$ cat src/rtl/to_lower_stream.sv
// Byte stream filter that folds ASCII 'A'..'Z' to lowercase into a circular output
// buffer, with saturating statistics for converted and high-bit bytes.
module to_lower_stream #(
  parameter int DEPTH = 4
) (
  input  logic        clk,
  input  logic        rst,
  input  logic [7:0]  in_data,
  input  logic        in_valid,
  output logic        in_ready,
  output logic [7:0]  out_data,
  output logic        out_valid,
  input  logic        out_ready,
  input  logic        clr_counts,
  output logic [3:0]  level,
  output logic [15:0] conv_count,
  output logic [15:0] hi_count
);

  localparam int PW = (DEPTH > 1) ? $clog2(DEPTH) : 1;

  logic [7:0]    r_mem [DEPTH];
  logic [PW-1:0] r_wr_ptr;
  logic [PW-1:0] r_rd_ptr;
  logic [3:0]    r_level;
  logic [15:0]   r_conv_count;
  logic [15:0]   r_hi_count;

  logic w_accept;
  logic w_emit;
  logic w_is_upper;

  function automatic logic is_upper(input logic [7:0] b);
    return (b >= 8'h41) && (b <= 8'h5A);
  endfunction

  function automatic logic [7:0] to_lower(input logic [7:0] b);
    return is_upper(b) ? (b | 8'h20) : b;
  endfunction

  function automatic logic [15:0] sat_inc(input logic [15:0] c);
    return (c == 16'hFFFF) ? c : c + 16'd1;
  endfunction

  function automatic logic [PW-1:0] ptr_next(input logic [PW-1:0] p);
    return (p == PW'(DEPTH - 1)) ? '0 : p + PW'(1);
  endfunction

  // Handshake flags come from registered occupancy only.
  assign in_ready   = (r_level < 4'(DEPTH));
  assign out_valid  = (r_level != 4'd0);
  assign out_data   = r_mem[r_rd_ptr];
  assign level      = r_level;
  assign conv_count = r_conv_count;
  assign hi_count   = r_hi_count;

  assign w_accept   = in_valid && in_ready;
  assign w_emit     = out_valid && out_ready;
  assign w_is_upper = is_upper(in_data);

  // Storage holds already-converted bytes; stale writes during reset are harmless.
  always_ff @(posedge clk) begin
    if (w_accept) r_mem[r_wr_ptr] <= to_lower(in_data);
  end

  always_ff @(posedge clk) begin
    if (rst) begin
      r_wr_ptr <= '0;
      r_rd_ptr <= '0;
      r_level  <= 4'd0;
    end else begin
      if (w_accept) r_wr_ptr <= ptr_next(r_wr_ptr);
      if (w_emit)   r_rd_ptr <= ptr_next(r_rd_ptr);
      case ({w_accept, w_emit})
        2'b10:   r_level <= r_level + 4'd1;
        2'b01:   r_level <= r_level - 4'd1;
        default: r_level <= r_level;
      endcase
    end
  end

  // Clear wins over a same-edge increment.
  always_ff @(posedge clk) begin
    if (rst || clr_counts) begin
      r_conv_count <= 16'd0;
      r_hi_count   <= 16'd0;
    end else begin
      if (w_accept && w_is_upper) r_conv_count <= sat_inc(r_conv_count);
      if (w_accept && in_data[7]) r_hi_count   <= sat_inc(r_hi_count);
    end
  end

endmodule

$ cat config.mk
export PLATFORM = sky130hd
export DESIGN_NAME = to_lower_stream
export DESIGN_NICKNAME = d
export VERILOG_FILES = /design/src/rtl/to_lower_stream.sv
export SDC_FILE = /design/constraint.sdc
export NUM_CORES = 1
export LEC_CHECK = 0
export CAP_MARGIN = 20
export CORE_MARGIN = 2
export CORE_UTILIZATION = 40
export DETAILED_ROUTE_END_ITERATION = 8
export PLACE_DENSITY_LB_ADDON = 0.05
export SYNTH_ARGS = -nofsm -noshare
export SYNTH_HDL_FRONTEND = slang
export SYNTH_SLANG_ARGS = --single-unit
export TNS_END_PERCENT = 10
$ cat constraint.sdc
create_clock -name clk -period 7.8 [get_ports clk]
set_input_delay 1.56 -clock clk [delete_from_list [all_inputs] [get_ports clk]]
set_output_delay 1.56 -clock clk [all_outputs]
set_load 0.01 [all_outputs]
* Yosys cells after proc, flatten, opt, wreduce, memory -nomap -nowiden
Memories as Yosys holds them, arrays and structs flattened. A register that Yosys moved wholly into a read port is not among the register bits.
Index checks and enable logic that the tools add are counted.
** Cells by class
- Order comparisons :: 3
- Reduce and logical (&&, ||, !) cells :: 10
- $add $sub $neg :: 6
- Bitwise gates (word level) :: 2
- Equality and inequality tests :: 6
- Multiplexer cells :: 8
** Operators with widths (count)
- adder 16 x 1 -> 16 bit, second input constant :: 2
- equality test 16 bit, second input constant :: 2
- greater-or-equal comparator 8 x 7 -> 1 bit, second input constant :: 1
- less-or-equal comparator 8 x 7 -> 1 bit, second input constant :: 1
- two-way mux 2 bit :: 4
- one-hot mux 4 bit (2 select lines) :: 1
- equality test 2 bit, second input constant :: 3
- two-way mux 6 bit :: 1
- logical AND 1 bit :: 5
- adder 2 x 1 -> 2 bit, second input constant :: 2
- adder 4 x 1 -> 4 bit, second input constant :: 1
- less-than comparator 4 x 3 -> 1 bit, second input constant :: 1
- AND reduction 2 bit :: 2
- nonzero test 4 bit :: 1
- subtractor 4 x 1 -> 4 bit, second input constant :: 1
- equality test 2 x 1 -> 1 bit, second input constant :: 1
- two-way mux 1 bit :: 2
- NOT 1 bit :: 2
- nonzero test 2 bit :: 1
- logical OR 1 bit :: 1
** Storage, ports and cells
- Bits in registers :: 40
- RAM bits :: 32
- Bits of input ports :: 13
- Output and inout bits :: 46
- Memories :: 1
- Logic and storage cells :: 41
** Memory list
- r_mem :: depth 4, width 8, rd ports 1, clocked after Yosys merged registers in 1, wr ports 1, line 22 : logic [7:0] r_mem [DEPTH];

* Longest topological paths before layout
- Depth in word-level cells :: 4
- Gate-level depth with buffers :: 10
- Mapped depth without buffers :: 9

* Least setup slack after synthesis
Ideal clock, no wire load.
- Kind :: input to register
- Start point :: in in_valid
- End point :: reg r_level[2], in the netlist level[2]
- Path buffers :: 0
- Data required time :: 7.729 ns
- Arrival :: 3.229 ns
- Slack :: 4.500 ns
- Stages on the path :: 9
- Library setup time :: 0.071 ns
- Cell sequence :: nor3b_4 > inv_4 > ha_1 > xor2_1 > ha_1 > a31oi_1 > xor2_1 > or3_1 > a21oi_1
** On the way
- Cells in the longest elaborated chain, start to end :: 3
- Elaborated cells between the ends (all ways) :: 5
- Those cells by class :: eq/ne: 2; mux: 1; reduce/logical: 2
** Ends and longest elaborated chain
- from (decl) :: line 9 : input logic in_valid,
- logical AND 1 bit * :: line 57 : assign w_accept = in_valid && in_ready;
- equality test 2 x 1 -> 1 bit or equality test 2 bit (tied branches) :: line 74 : case ({w_accept, w_emit})
- one-hot mux 4 bit (2 select lines) or nonzero test 2 bit (tied branches)
- to (signal assigned) :: line 75 : 2'b10: r_level <= r_level + 4'd1;
- to (signal assigned) :: line 76 : 2'b01: r_level <= r_level - 4'd1;
- to (signal assigned) :: line 77 : default: r_level <= r_level;
- to (decl) :: line 25 : logic [3:0] r_level;
Mark *: on every way between the ends. The rest lies on a longest branch, timed or not.
A chain may end at the register's enable or synchronous reset.

==> run_results.csv <==
group,metric,value,unit
status,status,"finished, final reports clean",
yosys,yosysWarnings,0,
detailed_routing,wl,7.086,mm
grt,grt_usage,0.1671,
cts,cts.clk_slew.worst_paths,0.08,ns
yosys,synthMuxAreaShare,0.05977,
grt,grt_pass1_wl,11.67,mm
detailed_routing,routedWlPerCell,14.67,µm
placement,place.gp.congestion,0.7574,
finish,fill_cells,743,
cts,cts_root_buffer,"clkbuf_8",
die,num_rows,33,
yosys,async_flop_share,0,
detailed_routing,drt_iter0_markers,81,
yosys,synth.area.top_cells,"edfxtp_1 (29%), dfxtp_1 (25%), mux4_2 (5.4%), nor2_1 (3.7%), xnor2_1 (3.7%)",
power_and_ir_drop,power.density,253.3,nW/µm²
timing,hold_viol_final,0,
yosys,yosysSeqAreaShare,0.5379,
yosys,synth_most_common_cell,"dfxtp_1",
die,dieArea,9121,µm²
detailed_routing,dr.pass1.iters,4,
yosys,synth_fa_ha_area_frac,0.03362,
grt,grt_max_degree,32,
cts,cts_made_buffers,9,
yosys,synth_xor_area_frac,0.04445,
die,die_x,95.51,µm
yosys,syn_nets,336,
setup_path,cp-end-kind,"primary output",
finish,design_area,4228,µm²
detailed_routing,viasPerCell,5.282,
cts,cts_buffer_depth,2,
yosys,synthTopCellsByCount,"dfxtp_1 (42), nor2_1 (33), edfxtp_1 (32), nand2_1 (31), a21oi_1 (24)",
detailed_routing,drc_errors,0,
timing,setup_viol,0,
power_and_ir_drop,switchingPower,328.4,µW
yosys,synth_top_area_share,0.2869,
yosys,synth_top_cell_by_area,"edfxtp_1",
yosys,yosys_most_used_dff,"dfxtp_1",
yosys,synth-simple-area-share,0.2040,
power_and_ir_drop,ir_worst_vdd,0.08771,mV
grt,antenna_found_initial,0,
finish,num-nets-final,395,
placement,place_area,4020,µm²
power_and_ir_drop,comb_power_share,0.250,
die,die_y,95.51,µm
power_and_ir_drop,internal-power,742.7,µW
timing,tns,0,ns
setup_path,arrival,2.10,ns
yosys,synth_compound_area_frac,0.09600,
run,max_cap_viol_count,0,
grt,grt_overflow,0,
placement,numPortBuffers,58,
finish,synthToLayoutAreaGrowth,26.22,%
yosys,yosys_register_bits,74,
placement,post-place-cells,467,
power_and_ir_drop,power_frac_seq,0.454,
cts,cts_hold_buffers,0,
yosys,synth_cell_type_count,45,
grt,grt_pass1_vias,2414,
die,core,8175,µm²
power_and_ir_drop,power.total,1071,µW
timing,slew_violations,0,
timing,max_freq,273.0,MHz
finish,fin_util,0.5171,
timing,rsz0062_at_grt,"no",
timing,period_minus_slack,3.664,ns
finish,drive_gt1_frac,0.1032,
cts,numClockSinks,74,
die,start_util,0.4097,
placement,place_hpwl,4.846,mm
power_and_ir_drop,p_leak,0.001360,µW
cts,cts_setup_buffers,0,
timing,fin_skew,0.007207,ns
timing,tightestPinTransition,0.8259,ns
timing,post-route-period-util,0.4697,
detailed_routing,vias,2551,
finish,diodes,0,
yosys,avgSynthCellArea,10.67,µm²
power_and_ir_drop,swShare,0.3066,
setup_path,required,6.24,ns
yosys,synth_top_family_by_area,"simple AND/OR/NAND/NOR gates",
cts,h-tree-depth,3,
cts,tritoncts,"yes",
cts,insertion_delay,0.36,ns
power_and_ir_drop,clkPwrFrac,0.296,
yosys,syn_area,3349,µm²
yosys,synth_edf_count,32,
timing,relSlewSlack,0.4422,
yosys,synthCells,314,
setup_path,cp_max_fo,8,
setup_path,start_kind,"register",
die,pin_count,59,
detailed_routing,ant_nets,0,
finish,layoutNonFillerInstCount,483,
setup_path,path_class,"register to primary output",
cts,cts_resized,0,
hold_path,worstHoldPathType,"register to register",
[routing by layer]
layer / routed length [µm] / track usage
met3: 292 / 0.04506
met4: 109 / 0.06786
met2: 3332 / 0.2629
met5: 0 / 0
met1: 3351 / 0.2188
[cells by family after synthesis]
group,count (synthesis)
flops,74
mux,10
simple gates,131
xor+xnor,17
buf+inv,19
fa+ha+maj,9
compound gates,54
[registers in the layout, summed over array words and instances, names as in the netlist, named ones only]
signal and count:
conv_count 16, hi_count 16, level 4, r_mem 32
r_rd_ptr 2, r_wr_ptr 2
[cells in the final DEF (no fill, tap or decap), types with 3 or more instances in the layout]
| cell type | instances |
|---|---|
| and3_1 | 4 |
| clkbuf_8 | 9 |
| nor2_1 | 33 |
| nand2_1 | 31 |
| edfxtp_1 | 32 |
| clkdlybuf4s50_1 | 58 |
| inv_6 | 3 |
| nor3_1 | 7 |
| and2_2 | 4 |
| a211oi_1 | 4 |
| nand3_1 | 14 |
| xnor2_1 | 14 |
| or3_2 | 4 |
| dfxtp_1 | 42 |
| mux4_2 | 8 |
| xor2_1 | 3 |
| a21oi_1 | 24 |
| and2_1 | 3 |
| nor4_1 | 5 |
| o21ai_0 | 13 |
| nand4_1 | 7 |
| inv_1 | 7 |
| ha_1 | 9 |
| or3_1 | 8 |
[stage by stage]
step / hold WS [ns] / setup WS (ns)
floorplan: 0.4622 / 4.500
global placement: 0.4757 / 3.841
detailed placement: 0.4864 / 3.799
CTS: 0.4978 / 4.086
global route: 0.5288 / 3.988
finish: 0.4957 / 4.136
[critical path: stages (launching register included)]
cell and delay (ns):
dfxtp_1 0.66, mux4_2 0.59, clkdlybuf4s50_1 0.49
[worst paths after layout]
path	startpoint	to	slack [ns]	cells after the start
setup / recovery	register	out_data[5]	4.14	2
setup reg to reg	level[3]	level[2]	5.04	9
hold reg to reg	r_rd_ptr[1]	r_rd_ptr[1]	0.50	2
hold / removal	r_rd_ptr[1]	r_rd_ptr[1]	0.50	2
[power by group through the flow]
| stage | sequential (µW) | combinational [µW] | clock, µW |
|---|---|---|---|
| after global placement | 495 | 265 | 0 |
| after detailed placement | 496 | 271 | 0 |
| after global routing | 493 | 299 | 340 |
| after CTS | 487 | 271 | 324 |
| after floorplan | 478 | 172 | 0 |
| final | 486 | 268 | 317 |
[layout make-up]
class	instances	area [µm²]	area share
flip-flops and latches	74	1802	0.4262
multi-input cells	221	1466	0.3468
repair buffers	59	588.1	0.1391
well taps	105	131.4	0.03107
clock buffers	9	123.9	0.02930
clock inverters	7	83.83	0.01983
inverters	8	32.53	0.007695
No activity file was read; power rests on OpenSTA's default activity.
